<file path="src/rtl/uart_pkg.sv">
// uart_pkg: shared FSM state encoding and header marker for the UART TX arbiter
// (header feature enabled by macro UART_ARB_HDR_EN).
package uart_pkg;

    // ST_HDR is only reachable when UART_ARB_HDR_EN is defined
    typedef enum logic [1:0] {
        ST_IDLE = 2'd0,
        ST_HDR  = 2'd1,
        ST_XFER = 2'd2
    } state_t;

    // MSB of a header byte, marking it apart from the channel index below it
    localparam logic HDR_MARK = 1'b1;

endpackage

</file>
<file path="src/rtl/uart_tx_arbiter_rr_pick.sv">
// rr_pick: combinational round-robin first-set search from a pointer, wrapping
// modulo P_N. Returns a one-hot grant, the grant index and an any-request flag.
module rr_pick #(
    parameter  int P_N = 4,
    localparam int W   = $clog2(P_N)
) (
    input  logic [P_N-1:0] i_req,
    input  logic [W-1:0]   i_ptr,
    output logic [P_N-1:0] o_grant,
    output logic [W-1:0]   o_idx,
    output logic           o_any
);

    logic [W:0]   w_sum;
    logic [W-1:0] w_pos;

    // walk P_N positions starting at the pointer and keep the first requester
    always_comb begin
        o_grant = '0;
        o_idx   = '0;
        o_any   = 1'b0;
        w_sum   = '0;
        w_pos   = '0;
        for (int i = 0; i < P_N; i++) begin
            w_sum = {1'b0, i_ptr} + (W+1)'(i);
            w_pos = (w_sum >= (W+1)'(P_N)) ? W'(w_sum - (W+1)'(P_N)) : w_sum[W-1:0];
            if (!o_any && i_req[w_pos]) begin
                o_any          = 1'b1;
                o_idx          = w_pos;
                o_grant[w_pos] = 1'b1;
            end
        end
    end

endmodule

</file>
<file path="src/rtl/uart_tx_arbiter.sv">
// uart_tx_arbiter: packet-level round-robin sharing of one UART TX between
// P_NUM_CH byte-stream producers. Define UART_ARB_HDR_EN to prefix each grant
// with a header byte {1'b1, channel index}.
module uart_tx_arbiter
    import uart_pkg::*;
#(
    parameter int P_NUM_CH          = 4,
    parameter int P_UART_DATA_WIDTH = 8,
    parameter int P_MAX_BURST       = 16
) (
    input  logic                                  i_clk,
    input  logic                                  i_rst,
    input  logic [P_NUM_CH*P_UART_DATA_WIDTH-1:0] i_req_data,
    input  logic [P_NUM_CH-1:0]                   i_req_valid,
    input  logic [P_NUM_CH-1:0]                   i_req_last,
    output logic [P_NUM_CH-1:0]                   o_req_ready,
    output logic [P_UART_DATA_WIDTH-1:0]          o_tx_data,
    output logic                                  o_tx_valid,
    input  logic                                  i_tx_ready,
    output logic [P_NUM_CH-1:0]                   o_grant,
    output logic                                  o_busy
);

    localparam int LP_DW = P_UART_DATA_WIDTH;
    localparam int LP_IW = $clog2(P_NUM_CH);
    localparam int LP_CW = $clog2(P_MAX_BURST + 1);

    state_t              r_state;
    logic [P_NUM_CH-1:0] r_grant;
    logic [LP_IW-1:0]    r_idx;
    logic [LP_IW-1:0]    r_ptr;
    logic [LP_CW-1:0]    r_cnt;
    logic                r_busy;

    logic [P_NUM_CH-1:0] w_pick;
    logic [LP_IW-1:0]    w_pick_idx;
    logic                w_any;
    logic                w_hdr;
    logic                w_xfer;
    logic                w_valid;
    logic                w_accept;
    logic                w_release;
    logic [LP_DW-1:0]    w_hdr_byte;
    logic [LP_DW-1:0]    w_data;

    rr_pick #(.P_N(P_NUM_CH)) u_rr_pick (
        .i_req   (i_req_valid),
        .i_ptr   (r_ptr),
        .o_grant (w_pick),
        .o_idx   (w_pick_idx),
        .o_any   (w_any)
    );

    assign w_hdr      = (r_state == ST_HDR);
    assign w_xfer     = (r_state == ST_XFER);
    assign w_hdr_byte = {HDR_MARK, (LP_DW-1)'(r_idx)};
    assign w_valid    = w_hdr | (w_xfer & i_req_valid[r_idx]);
    assign w_data     = w_hdr ? w_hdr_byte : i_req_data[r_idx*LP_DW +: LP_DW];
    assign w_accept   = w_xfer & i_req_valid[r_idx] & i_tx_ready;
    // last byte or the burst limit both end the grant on the accepting cycle
    assign w_release  = w_accept & (i_req_last[r_idx] | (r_cnt == LP_CW'(P_MAX_BURST - 1)));

    assign o_tx_valid  = w_valid;
    assign o_tx_data   = w_data & {LP_DW{w_valid}};
    assign o_req_ready = (w_xfer & i_tx_ready) ? r_grant : '0;
    assign o_grant     = r_grant;
    assign o_busy      = r_busy;

    // grant FSM: pick in IDLE, optionally emit header, stream until last or burst limit
    always_ff @(posedge i_clk or posedge i_rst) begin
        if (i_rst) begin
            r_state <= ST_IDLE;
            r_grant <= '0;
            r_idx   <= '0;
            r_ptr   <= '0;
            r_cnt   <= '0;
            r_busy  <= 1'b0;
        end else begin
            case (r_state)
                ST_IDLE: begin
                    if (w_any) begin
                        r_grant <= w_pick;
                        r_idx   <= w_pick_idx;
                        r_cnt   <= '0;
                        r_busy  <= 1'b1;
`ifdef UART_ARB_HDR_EN
                        r_state <= ST_HDR;
`else
                        r_state <= ST_XFER;
`endif
                    end
                end
`ifdef UART_ARB_HDR_EN
                ST_HDR: begin
                    if (i_tx_ready) r_state <= ST_XFER;
                end
`endif
                ST_XFER: begin
                    if (w_release) begin
                        r_state <= ST_IDLE;
                        r_grant <= '0;
                        r_busy  <= 1'b0;
                        r_ptr   <= (r_idx == LP_IW'(P_NUM_CH - 1)) ? '0 : r_idx + LP_IW'(1);
                    end else if (w_accept) begin
                        r_cnt <= r_cnt + LP_CW'(1);
                    end
                end
                default: r_state <= ST_IDLE;
            endcase
        end
    end

endmodule

</file>
<file path="config.mk">
export PLATFORM = sky130hd
export DESIGN_NAME = uart_tx_arbiter
export DESIGN_NICKNAME = d
export VERILOG_FILES = /design/src/rtl/uart_pkg.sv /design/src/rtl/uart_tx_arbiter_rr_pick.sv /design/src/rtl/uart_tx_arbiter.sv
export SDC_FILE = /design/constraint.sdc
export NUM_CORES = 1
export LEC_CHECK = 0
export BUFFER_PORTS_ARGS = -buffer_cell sky130_fd_sc_hd__buf_2
export CAP_MARGIN = 20
export CORE_ASPECT_RATIO = 1.5
export CORE_UTILIZATION = 52
export DETAILED_ROUTE_END_ITERATION = 16
export HOLD_SLACK_MARGIN = 0.06
export PLACE_DENSITY = 0.86
export SETUP_SLACK_MARGIN = 0.3
export SLEW_MARGIN = 20
export SYNTH_ARGS = -nofsm -noshare
export SYNTH_HDL_FRONTEND = slang
export SYNTH_SLANG_ARGS = --single-unit
</file>
<file path="constraint.sdc">
create_clock -name i_clk -period 4.5 [get_ports i_clk]
set_input_delay 0.9 -clock i_clk [delete_from_list [all_inputs] [get_ports i_clk]]
set_output_delay 0.9 -clock i_clk [all_outputs]
set_load 0.03 [all_outputs]
</file>
==> summary by stage, run 1 <==
Drt
The overall via count from detail_route is ~1500. The final wirelength is between 3000 and 4000 µm. For this run, the detailed router's first-pass iteration total came to 4.

The first-iteration detailed-routing DRC count is 30. The average wire per standard cell is roughly 15 µm. For this run, design rule violations remaining after detail routing come to 0. The final antenna-violating net count is 0.

In the routed layout, each cell is associated on average with a via count of a little under 6.

Synth
The post-synth design cell area is roughly 0.0015 mm². Of the synthesized area, sequential elements account for 23.9%. Yosys mapped a number of flops with a built-in enable equal to 0.

The commonest cells after synthesis are 14 x sky130_fd_sc_hd__dfrtp_1, 13 x sky130_fd_sc_hd__o21ai_0, 11 x sky130_fd_sc_hd__ha_1. By area the synthesized netlist is led by sky130_fd_sc_hd__dfrtp_1 24%, sky130_fd_sc_hd__mux4_2 12%, sky130_fd_sc_hd__ha_1 9.4%. Dividing the synthesized area by the synthesized cell count gives around 9.5 µm². The top cell type's share of synthesized area is around a quarter. The proportion of synthesized flip-flops having asynchronous set or reset is between 90% and 100%.

The library cell with the largest summed area after synthesis is sky130_fd_sc_hd__dfrtp_1. The post-synthesis net count is 208. Yosys mapped the design onto between 40 and 50 distinct sky130hd cell types. The synthesis warning total is 0. The most used flip-flop cell after synthesis is sky130_fd_sc_hd__dfrtp_1. The synthesized design contains 14 register bits. sky130_fd_sc_hd__dfrtp_1 is the most common cell in the netlist. The synthesized instance count is 154.

Clocking
Clock tree synthesis inserted a total of 3 buffers. Clock-pin slew was measured on the worst setup and hold paths at around 0.06 ns. The tree is rooted in a sky130_fd_sc_hd__clkbuf_8. The clock insertion delay at the later pin of the skew report is 0.25 ns. The number of buffers inserted to repair setup after CTS is 0. The CTS tree is done.

In this run the number of H-tree levels came out at 1. The clock passes through at most 2 buffers. The clock drives 14 sinks.

Buffers inserted to repair hold after CTS numbered 0. Post-CTS repair changed the size of 0 cells.

Worst setup path
The data arrival time of the critical path is 2.13 ns. The number of buffers and inverters on the critical path is 1. The startpoint of the worst-slack reg-to-reg timing path is r_ptr[0]$_DFFE_PP0P_.

STA classifies the critical path endpoint as an output port. The largest stage delay on the critical path is 0.84 ns. The slowest stage of the critical path is the sky130_fd_sc_hd__dfrtp_1 cell. The kind of cell with the highest combined delay on the critical path is flip-flops. Along the worst path, the maximum fanout reaches 15. STA puts the critical path data required time at roughly 3.6 ns. The depth of the worst register-to-register path is 7. The signal on the critical path passes through mux2i_1 -> nand2_1 -> nand3_1 -> nor2b_1 -> buf_2. In this run the critical register-to-register path is captured at o_grant[0]$_DFFE_PP0P_. The startpoint-to-endpoint class of the critical path is register to output port. Across all register-to-register paths, the minimum setup slack is 1.67 ns.

The startpoint type of the worst setup path is a register.

Timing
After layout, the worst path uses approximately 67% of the clock period. Setup violations remaining at the end of the flow were counted as 0. The highest clock rate is ~330 MHz. The final setup skew is ~0.0029 ns.

Setup repair after global routing left no endpoint under its margin. The number of failing hold endpoints at the final stage is 0. The worst path needs 3.03 ns of the cycle, external delays included. The final max-slew violation count is 0. In this run the tightest slew margin relative to its limit is approximately half.

The transition time at the pin with the least slew margin is approximately 0.76 ns. For the final routed database, the setup TNS stands at 0 ns.

Floorplan
In this run the horizontal extent of the chip is 45.4 µm. The die extent in y is between 60 and 70 µm. The die covers roughly 0.0030 mm². The I/O pin count is about 60. The total area inside the core boundary comes to about 0.0027 mm². The starting utilization of the core area is 54.8%.

Row generation in the floorplan step produced 23 rows.

Worst hold path
The worst hold path terminates at r_cnt[2]$_DFFE_PP0P_. The kind of path behind the tightest hold check is register to register. The startpoint identified for the worst hold timing path is r_cnt[2]$_DFFE_PP0P_. The number of cells traversed by the worst hold path is 1.

Layout
At the end of the flow, the number of nets in the layout was roughly 260. The number of cells in the finished layout apart from fillers is 245. The fraction of final layout cells with drive strength greater than 1 is around two fifths. 0 antenna diodes ended up in the layout. The area added between synthesis and finish is 23.1%.

Placed design
The routability congestion estimate is approximately 0.85. The HPWL reported at the end of detailed placement is about 2900 µm. The placed instance count is about 240. The number of input and output port buffers inserted is 60.

Power and ir drop
In this run, the clock network consumes about 10% of the power. Summed over all nets, the switching power comes to between 600 and 700 µW. The internal power consumption is 583 µW. IR analysis of the VDD net gives a maximum drop of 0.361 mV. In this run the static leakage power is 0.000887 µW. Of the total power, the share spent switching nets is just over 50%. In this run the power density over the cells is between 600 and 700 mW/mm². Registers are responsible for a little under a quarter of the overall power.

The post-route total power is roughly 1200 µW. The portion of total power attributed to combinational logic is between 60% and 70%.

Run
Max-cap violations in this run came to 0.

GRT
The initial antenna violation count is 0. Entering global routing, the biggest net connects 17 pins. The total congestion overflow is 0.

The global routing usage summed across all routing layers is about a quarter. The via count of the first global-routing pass is 1349. The first-pass GRT wire length is ~5600 µm.

Status
The flow ran to the end, and the final reports show no timing, DRC or antenna violations.
worst register-to-register path, stage by stage, from the launching register on:
cell and delay (ns):
sky130_fd_sc_hd__dfrtp_1 0.64, sky130_fd_sc_hd__inv_1 0.29, sky130_fd_sc_hd__ha_1 0.55, sky130_fd_sc_hd__and3b_2 0.23, sky130_fd_sc_hd__a21oi_1 0.03, sky130_fd_sc_hd__or4_1 0.41
sky130_fd_sc_hd__a31oi_1 0.35, sky130_fd_sc_hd__a221o_1 0.24
cell families (layout without fill, tap and decap cells):
logic type	count (synthesis)	count (layout)	synth area share, %
fa+ha+maj	11	11	9.39
xor+xnor	1	1	0.597
mux	20	20	21.3
buf+inv	16	70	5.80
flops	14	14	23.9
compound gates	43	43	19.8
simple gates	49	49	19.2
cell type report:
cell class | instances | area, µm²
Clock buffer | 4 | 55.1
Fill cell | 234 | 871
Inverter | 6 | 22.5
Multi-Input combinational cell | 124 | 1030
Sequential cell | 14 | 350
Tap cell | 37 | 46.3
Timing Repair Buffer | 60 | 300
layer usage:
layer  track usage, %  up-vias  wire, µm
li1                 -      693         -
met1             25.4      691      1380
met2             49.1       64      1870
met3             3.25        5       278
met4             8.33        0        44
met5                0        -         0
power groups by stage:
stage / clock [µW] / combinational [µW] / sequential (µW)
3_5_place_dp: 0 / 780 / 278
6_report: 122 / 784 / 278
2_1_floorplan: 0 / 659 / 243
4_1_cts: 123 / 785 / 276
3_3_place_gp: 0 / 763 / 277
5_1_grt: 131 / 857 / 287
metrics by stage:
stage	utilization, %	cell area (µm²)	worst slack [ns]	hold WS [ns]
2_1_floorplan	-	1470	1.66	0.458
3_3_place_gp	65.4	1750	1.68	0.485
3_5_place_dp	65.4	1750	1.58	0.493
4_1_cts	67.5	1810	1.43	0.501
5_1_grt	67.5	1810	1.26	0.522
6_report	67.5	1810	1.47	0.500
cell usage in the layout, fill, tap and decap left out, types with 4 or more instances in the layout:
| cell type | synthesis | final |
|---|---|---|
| sky130_fd_sc_hd__buf_2 | 4 | 60 |
| sky130_fd_sc_hd__ha_1 | 11 | 11 |
| sky130_fd_sc_hd__inv_1 | 6 | 6 |
| sky130_fd_sc_hd__mux4_2 | 8 | 8 |
| sky130_fd_sc_hd__dfrtp_1 | 14 | 14 |
| sky130_fd_sc_hd__clkbuf_8 | 0 | 4 |
| sky130_fd_sc_hd__o21ai_0 | 13 | 13 |
| sky130_fd_sc_hd__o211ai_1 | 5 | 5 |
| sky130_fd_sc_hd__a221o_1 | 4 | 4 |
| sky130_fd_sc_hd__nor2b_1 | 10 | 10 |
| sky130_fd_sc_hd__mux2i_1 | 8 | 8 |
| sky130_fd_sc_hd__a31oi_1 | 5 | 5 |
| sky130_fd_sc_hd__nand2_1 | 6 | 6 |
| sky130_fd_sc_hd__nand3_1 | 7 | 7 |
| sky130_fd_sc_hd__nor2_1 | 6 | 6 |
| sky130_fd_sc_hd__and3_1 | 6 | 6 |
| sky130_fd_sc_hd__a21oi_1 | 7 | 7 |
registers in the layout, summed over array words and instances, names as in the netlist:
name,cells
o_busy,1
o_grant,4
r_cnt,5
r_idx,2
r_ptr,2
worst max path at each step:
stage | startpoint | end | slack (ns) | cells after the start
3_5_place_dp | i_req_valid[1] | o_tx_data[0] | 1.58 | 6
2_1_floorplan | i_req_valid[1] | o_tx_data[0] | 1.66 | 5
5_1_grt | r_idx[0]$_DFFE_PP0P_ | o_tx_data[7] | 1.26 | 5
6_report | r_idx[0]$_DFFE_PP0P_ | o_tx_data[5] | 1.47 | 5
3_3_place_gp | i_req_valid[1] | o_tx_data[6] | 1.68 | 6
4_1_cts | r_idx[0]$_DFFE_PP0P_ | o_tx_data[5] | 1.43 | 5
Note: power is estimated with default switching activity, not from simulation.
==> run 2: changes to the inputs <==
--- a/config.mk
+++ b/config.mk
@@ -5,13 +5,14 @@
 export SDC_FILE = /design/constraint.sdc
 export NUM_CORES = 1
 export LEC_CHECK = 0
+export ABC_AREA = 1
 export BUFFER_PORTS_ARGS = -buffer_cell sky130_fd_sc_hd__buf_2
 export CAP_MARGIN = 20
 export CORE_ASPECT_RATIO = 1.5
-export CORE_UTILIZATION = 52
+export CORE_UTILIZATION = 49
 export DETAILED_ROUTE_END_ITERATION = 16
 export HOLD_SLACK_MARGIN = 0.06
-export PLACE_DENSITY = 0.86
+export PLACE_DENSITY = 0.8
 export SETUP_SLACK_MARGIN = 0.3
 export SLEW_MARGIN = 20
 export SYNTH_ARGS = -nofsm -noshare
==> constraint.sdc (replaced) <==
create_clock -name i_clk -period 3.2 [get_ports i_clk]
set_input_delay 0.64 -clock i_clk [delete_from_list [all_inputs] [get_ports i_clk]]
set_output_delay 0.64 -clock i_clk [all_outputs]
set_load 0.03 [all_outputs]
==> summary by stage, run 2 <==
Layout
The fill cell total of the finished layout is between 200 and 300. The footprint of the multi-input gates is 0.00108 mm². The antenna diode instance count is 0. The flip-flop and latch area is 350 µm². For this run, the share of the core covered by cells in the final layout is about two thirds. The leading cell type in the layout, fill and taps excluded is sky130_fd_sc_hd__buf_2. r_cnt holds more flip-flops than any other register. After the last flow step, the layout net total stands at 360. The register with the most flip-flops in the layout has 5 of them.

In the layout the commonest cells are 60 x sky130_fd_sc_hd__buf_2, 58 x sky130_fd_sc_hd__nand2_1, 44 x sky130_fd_sc_hd__nor2_1, 26 x sky130_fd_sc_hd__nand3_1. The post-route netlist has between 20 and 30% of its cells at a drive strength greater than 1. The area added between synthesis and finish is 23.6%.

GRT
The global routing usage summed across all routing layers is ~26%. The layer carrying the most global-route usage is met2. The maximum number of pins on one net before global-route repair is 25.

In the global route stage, met2 resource usage came out at around half. The via count of the first global-routing pass was 1645. The initial antenna violation count is 0.

The total congestion overflow is 0. The met3 track utilization from global routing is under 10%. The first-pass GRT wire length is 6560 µm. The met1 layer usage reported by global route is between 20% and 30%.

Clocking
The number of gates resized after CTS was 0. The clock insertion delay at the later pin of the skew report is 0.24 ns. The number of buffers inserted to repair setup after CTS is 0. Clock tree synthesis selected as its root buffer the cell sky130_fd_sc_hd__clkbuf_8. After clock tree synthesis, the flow added hold-fix buffers numbering 0. The CTS tree is done. The number of H-tree levels is 1. The TritonCTS buffer count is 3.

The post-CTS clock slew at the launch and capture registers of the worst setup and hold paths is approximately 0.060 ns. CTS saw 14 sinks. The longest clock path from root to sink contains 2 buffers.

Worst setup path
Of all nets on the critical path, the largest fanout is 24. The worst register-to-register path has a depth of 11. The reg2reg setup slack is 1.04 ns. STA classifies the critical path endpoint as an output port. STA classifies the critical path startpoint as a register. Data arrives at the worst endpoint at 1.86 ns.

On the worst path, the slowest cell contributes a delay of about 0.32 ns. The number of buffers and inverters on the critical path is 3. Among the stages of the critical path, the cell type that occurs most often is sky130_fd_sc_hd__nand2_1.

In this run the number of cells on the critical path is 8. The critical path is of the register to output port type. Among cell families on the critical path, the largest total delay comes from buffers and inverters. The startpoint of the worst-slack reg-to-reg timing path is r_ptr[0]$_DFFE_PP0P_. The highest-delay cell along the critical path is sky130_fd_sc_hd__dfrtp_1. The end of the worst register-to-register path is r_idx[0]$_DFFE_PP0P_. Walking the worst path, the cells encountered are buf_4 -> inv_2 -> nand2_1 -> nand3_1 -> nand2_2 -> nand2_1 -> a21oi_1 -> buf_2.

Data on the critical path is required at its endpoint by 2.56 ns.

Timing
The final setup skew is 0.00188 ns. Based on the critical path, the design can be clocked at up to 399 MHz. The final count of negative-setup-slack endpoints is 0. The number of failing hold endpoints at the final stage came to 0. The final max-slew violation count came to 0. The minimum period implied by the final worst setup slack is around 2.5 ns. Setup repair after global routing left no endpoint under its margin. The transition time at the pin with the least slew margin is 0.525 ns.

The total negative slack is 0 ns. Dividing the final minimum period by the clock period gives between 70% and 80%. The remaining max-slew budget at the tightest pin is 65.0%.

Synth
The top cell type's share of synthesized area is around 22%. After synthesis, the most frequently instantiated cells are 58 x sky130_fd_sc_hd__nand2_1, 44 x sky130_fd_sc_hd__nor2_1, 26 x sky130_fd_sc_hd__nand3_1. The post-synth design cell area is between 0.0015 and 0.002 mm². Summed over all instances, the cell type with the most area after synthesis is sky130_fd_sc_hd__dfrtp_1. After Yosys synthesis, XOR and XNOR cells account for 0.560% of the synthesized area. The post-synthesis register bit count is 14.

The fraction of the yosys area taken by sequential cells is 22.4%. The compound-gate portion of the synthesized area is ~13%. The multiplexer share of the synthesized area is 0%.

sky130_fd_sc_hd__nand2_1 is the most common cell in the netlist. By area, the combinational part of the netlist is dominated by simple AND/OR/NAND/NOR gates. The synthesized instance count is ~250.

The number of distinct library cells after synthesis is 29. Synthesis produced a netlist with a net count of 301. The mean cell area of the mapped netlist is ~6.3 µm². In this run, synthesis inferred 0 flip-flops with an integrated enable. Of the total synthesized cell area, the portion taken by AND, OR, NAND and NOR gates is a little under half. The fraction of the mapped netlist area in adder cells is 8.80%. Yosys attributes the largest share of cell area to sky130_fd_sc_hd__dfrtp_1 22%, sky130_fd_sc_hd__nand2_1 14%, sky130_fd_sc_hd__nor2_1 11%. For this run, the number of Yosys warnings is 0. In the synthesized netlist the async set-or-reset flop fraction comes to 100%.

Among all flip-flop cells after synthesis, the most frequent one is sky130_fd_sc_hd__dfrtp_1.

Floorplan
Pin placement for this block handled roughly 60 I/O pins. The initial utilization of the core area, before any placement, comes to ~53%. The placeable core area is between 0.002 and 0.003 mm². The row count is 24. The width of the die is 48.1 µm. The area of the die is roughly 0.0034 mm². The floorplan step set the die height to 71.2 µm.

Placed design
The HPWL reported at the end of detailed placement is between 3000 and 4000 µm. The routability congestion estimate is ~0.83. The number of input and output port buffers inserted is 60.

Power and ir drop
In this run the power density over the cells is 1010 mW/mm². The worst vdd rail ir drop is about 0.75 mV. In this run the static leakage power is between 0.001 and 0.0015 µW.

Drt
After detailed routing, the number of remaining DRC violations is 0. The detailed router placed 1769 vias in this run. After detailed routing, the number of vias per cell comes to slightly above 5.

Dividing the detail-routed wire length by the instance count gives 11.5 µm. The final antenna-violating net count is 0. The final wirelength is just under 4000 µm.

For this block, the initial DRC count from the detailed router was 28. The first-pass iteration count of the detailed router is 4.

Run
The number of violations of the max-capacitance limit is 0.

Status
The run finished with clean final reports.

Worst hold path
In this run the worst hold path is classified as input pin to async pin.
run 2: cell count changes after synthesis, sizes merged, moves of 8 or more:
cell   previous run  this run
nor2b            10         1
mux2i             8         0
nand3             7        28
nand2             6        69
nor2              6        46
mux4              8         0
inv               6        23
run 2: cell families (layout without fill, tap and decap cells):
logic type / count (synthesis) / in the layout
compound gates: 37 / 37
xor+xnor: 1 / 1
fa+ha+maj: 11 / 11
buf+inv: 30 / 88
flops: 14 / 14
simple gates: 154 / 154
run 2: per-layer routing:
metal | routed length [µm] | vias to the layer above | part of all wire (%)
met2 | 2180 | 48 | 55
met4 | 80 | 0 | 2.0
li1 | - | 920 | -
met3 | 144 | 6 | 3.6
met5 | 0 | - | 0
met1 | 1560 | 795 | 39
run 2: area by class of cell:
cell class                      instances  share of cell area, %
Multi-Input combinational cell        203                   56.1
Sequential cell                        14                   18.1
Timing Repair Buffer                   61                   15.9
Inverter                               23                   4.47
Clock buffer                            4                   2.85
Tap cell                               39                   2.52
run 2: power breakdown:
group / total, µW / internal (µW) / switching (µW)
Clock: 166 / 109 / 57.0
Combinational: 1460 / 463 / 995
Sequential: 337 / 244 / 92.8
run 2: worst max-delay path by stage:
stage | start | end | slack, ns
global placement | i_req_valid[3] | o_tx_data[3] | 0.96
detailed placement | i_req_valid[3] | o_tx_data[5] | 0.93
global route | r_idx[0]$_DFFE_PP0P_ | o_tx_data[1] | 0.49
finish | r_idx[0]$_DFFE_PP0P_ | o_tx_data[5] | 0.70
CTS | r_idx[0]$_DFFE_PP0P_ | o_tx_data[5] | 0.68
floorplan | i_req_valid[1] | o_tx_data[0] | 0.99
run 2: through the flow:
step	total power [µW]	setup WS (ns)	cell area [µm²]	instances	hold slack (ns)
floorplan	1500	0.990	1560	247	0.442
global placement	1770	0.956	1880	340	0.459
detailed placement	1800	0.933	1880	340	0.458
CTS	1970	0.680	1930	344	0.449
global route	2150	0.492	1930	344	0.486
finish	1960	0.696	1930	344	0.427
==> run 3: changes to the inputs <==
--- a/config.mk
+++ b/config.mk
@@ -5,14 +5,14 @@
 export SDC_FILE = /design/constraint.sdc
 export NUM_CORES = 1
 export LEC_CHECK = 0
-export ABC_AREA = 1
+export ABC_AREA = 0
 export BUFFER_PORTS_ARGS = -buffer_cell sky130_fd_sc_hd__buf_2
 export CAP_MARGIN = 20
 export CORE_ASPECT_RATIO = 1.5
-export CORE_UTILIZATION = 49
+export CORE_UTILIZATION = 44
 export DETAILED_ROUTE_END_ITERATION = 16
 export HOLD_SLACK_MARGIN = 0.06
-export PLACE_DENSITY = 0.8
+export PLACE_DENSITY = 0.77
 export SETUP_SLACK_MARGIN = 0.3
 export SLEW_MARGIN = 20
 export SYNTH_ARGS = -nofsm -noshare
==> constraint.sdc (replaced) <==
create_clock -name i_clk -period 2 [get_ports i_clk]
set_input_delay 0.4 -clock i_clk [delete_from_list [all_inputs] [get_ports i_clk]]
set_output_delay 0.4 -clock i_clk [all_outputs]
set_load 0.03 [all_outputs]
==> summary by stage, run 3 (synthesized netlist as in run 1, its figures left out) <==
Layout
In the final design database the tool counted around 280 nets. The area added between synthesis and finish is 54.9%. Registers take roughly 350 µm². The repair_antennas step left the layout with diodes totalling 0. The fraction of final layout cells with drive strength greater than 1 is between 50% and 60%.

In the layout the commonest cells are 52 x sky130_fd_sc_hd__buf_2, 14 x sky130_fd_sc_hd__buf_6, 12 x sky130_fd_sc_hd__buf_4, 11 x sky130_fd_sc_hd__dfrtp_1, 9 x sky130_fd_sc_hd__nor2b_4. The footprint of the multi-input gates is about 0.0012 mm². The utilization of the core after routing is a little under three quarters. The area of all placed cells without fillers is between 0.002 and 0.0025 mm². The register with the most flip-flops in the layout has 5 of them. Leaving out fill and tap cells, the most frequent cell in the layout is sky130_fd_sc_hd__buf_2. The register bank with the most flops is r_cnt. The fill cell total of the finished layout is ~240.

Floorplan
The I/O pin count is between 60 and 70. In this run the vertical extent of the chip is a little over 70 µm. The initial utilization of the core area, before any placement, comes to a little under half. The area of the die is 0.00357 mm². The width of the die is 49.1 µm. After floorplanning, the core was sized to cover 0.00316 mm². After floorplanning, the core was divided into 25 placement rows.

GRT
The via count of the first global-routing pass is roughly 1500. The first-pass GRT wire length is between 7000 and 8000 µm. Entering global routing, the biggest net connects 15 pins.

The total congestion overflow is 0. The global routing usage summed across all routing layers is between 20% and 30%. The initial antenna violation count was 0.

Clocking
The clock passes through at most 2 buffers. The root buffer cell chosen for the clock tree is sky130_fd_sc_hd__clkbuf_8. The number of clock sinks is 14.

Counting the buffers created by CTS gives 3. The number of buffers inserted for hold repair after clock tree synthesis is 0. The later pin in the worst-skew pair is clocked with a latency of roughly 0.25 ns.

After clock tree synthesis, the clock-pin slew on the worst setup and hold paths is 0.06 ns. The CTS tree is done. The number of H-tree levels is 1.

Drt
The first detailed-routing pass took 4 iterations. The count of nets left with antenna violations once routing finished came out at 0. The routed layout has between 1500 and 2000 vias. The number of design rule violations left after detail routing is 0. The detailed router finished its first iteration with 38 violations.

The average wire per standard cell is 17.5 µm. The ratio of routed vias to standard cells is between 6 and 7. Summed over all layers, the routed wires come to between 4000 and 5000 µm.

Timing
The remaining max-slew budget at the tightest pin is 63.7%. The transition time at the pin with the least slew margin is about 0.54 ns. The minimum period implied by the final worst setup slack is ~2.1 ns. For the final database, setup skew stands at 0.00131 ns. Setup repair after global routing could not meet its margin everywhere. The highest clock rate is 480 MHz. The final max-slew violation count is 0. In the post-route analysis, the smallest setup slack over all paths is -0.0836 ns. Setup violations remaining at the end of the flow were counted as 12.

The number of failing hold endpoints at the final stage is 0. Hold is met by around 0.19 ns. Of the available clock period, the critical path in the final layout requires 104%.

Worst setup path
Setup slack on the worst reg-to-reg path comes out at -0.08 ns. At the worst endpoint, the required time is roughly 2.1 ns. On the critical path, the stage with the largest delay is an instance of sky130_fd_sc_hd__dfrtp_1. The largest fanout on the critical path is 5. The worst setup path is launched from a register.

The sum of buffers and inverters on the critical path is 1. Data on the critical path arrives at its endpoint at between 2 and 2.5 ns. Walking the worst path, the cells encountered are clkinvlp_4 -> ha_4 -> mux2_4 -> and2_4 -> o41ai_4 -> xnor2_1 -> o21ai_1.

The critical path is of the register to register type. The largest stage delay on the critical path is around 0.41 ns. The critical path endpoint category is a register. The worst register-to-register path ends at r_idx[0]$_DFFE_PP0P_.

The worst register-to-register path begins at r_ptr[0]$_DFFE_PP0P_. The cell family contributing the most delay on the critical path is compound AO/OA/AOI/OAI gates. The worst register-to-register path has a depth of 7.

Placed design
The cell area reported after detailed placement is slightly below 0.002 mm². Summed over all nets, the half-perimeter wirelength after detailed placement is roughly 3300 µm. The routability congestion estimate is ~0.9. The number of input and output port buffers inserted is 60.

Status
The final reports fail on negative setup slack. The run finished, with violations left.

Power and ir drop
The total power per unit cell area is 1610 mW/mm². The leakage power total is approximately 0.0011 µW. VDD sags by at most 0.860 mV.

Worst hold path
The kind of path behind the tightest hold check is input pin to async pin.

Run
The number of violations of the max-capacitance limit is 0.
==> run 3: changes by cell type in the layout (fill, tap and decap cells not counted), moves of 10 or more <==
cell / change
sky130_fd_sc_hd__buf_6: +14
sky130_fd_sc_hd__buf_4: +11
sky130_fd_sc_hd__nor2_1: -39
sky130_fd_sc_hd__nand3_1: -21
sky130_fd_sc_hd__o21ai_0: -10
sky130_fd_sc_hd__nand2_1: -54
sky130_fd_sc_hd__inv_1: -12
==> run 3: layer usage <==
| layer | track usage (%) | routed length (µm) | up-vias |
|---|---|---|---|
| li1 | - | - | 740 |
| met3 | 4.79 | 361 | 15 |
| met5 | 0 | 0 | - |
| met4 | 10.5 | 127 | 0 |
| met1 | 30.0 | 1730 | 784 |
| met2 | 49.5 | 2490 | 82 |
==> run 3: worst max path at each step <==
stage	startpoint	endpoint	slack (ns)	cells past startpoint
after floorplan	r_ptr[0]$_DFFE_PP0P_	r_idx[0]$_DFFE_PP0P_	-0.25	9
after global placement	r_ptr[0]$_DFFE_PP0P_	o_grant[3]$_DFFE_PP0P_	0.04	7
after detailed placement	r_ptr[0]$_DFFE_PP0P_	r_idx[0]$_DFFE_PP0P_	-0.04	7
after CTS	r_idx[0]$_DFFE_PP0P_	o_tx_valid	-0.08	5
after global routing	r_ptr[0]$_DFFE_PP0P_	r_idx[0]$_DFFE_PP0P_	-0.14	7
final	r_ptr[0]$_DFFE_PP0P_	r_idx[0]$_DFFE_PP0P_	-0.08	7
==> run 3: metrics by stage <==
step           total power [µW]  std cells  setup TNS [ns]  setup WS (ns)
2_1_floorplan              2270        154           -1.05         -0.247
3_3_place_gp               2730        253               0         0.0376
3_5_place_dp               2790        253         -0.0364        -0.0364
4_1_cts                    3510        266          -0.606        -0.0809
5_1_grt                    3850        269           -1.19         -0.142
6_report                   3650        269          -0.443        -0.0836
==> run 3: final cells by class <==
| type | count | share of cell area, % |
|---|---|---|
| Multi-Input combinational cell | 125 | 54.5 |
| Timing Repair Buffer | 80 | 24.1 |
| Sequential cell | 14 | 15.6 |
| Clock buffer | 4 | 2.42 |
| Tap cell | 40 | 2.20 |
| Inverter | 6 | 1.16 |
==> run 3: what timing repair did <==
item / 4_1_cts / 5_1_grt
resized for setup: 40 / 12
setup endpoints to repair: 21 / 22
cloned: 2 / 0
buffers inserted: 7 / 3
pin swaps: 4 / 2
==> run 3: report_power, final <==
group | switching [µW] | internal [µW]
registers | 143 | 389
logic | 1450 | 1390
clock network | 106 | 175
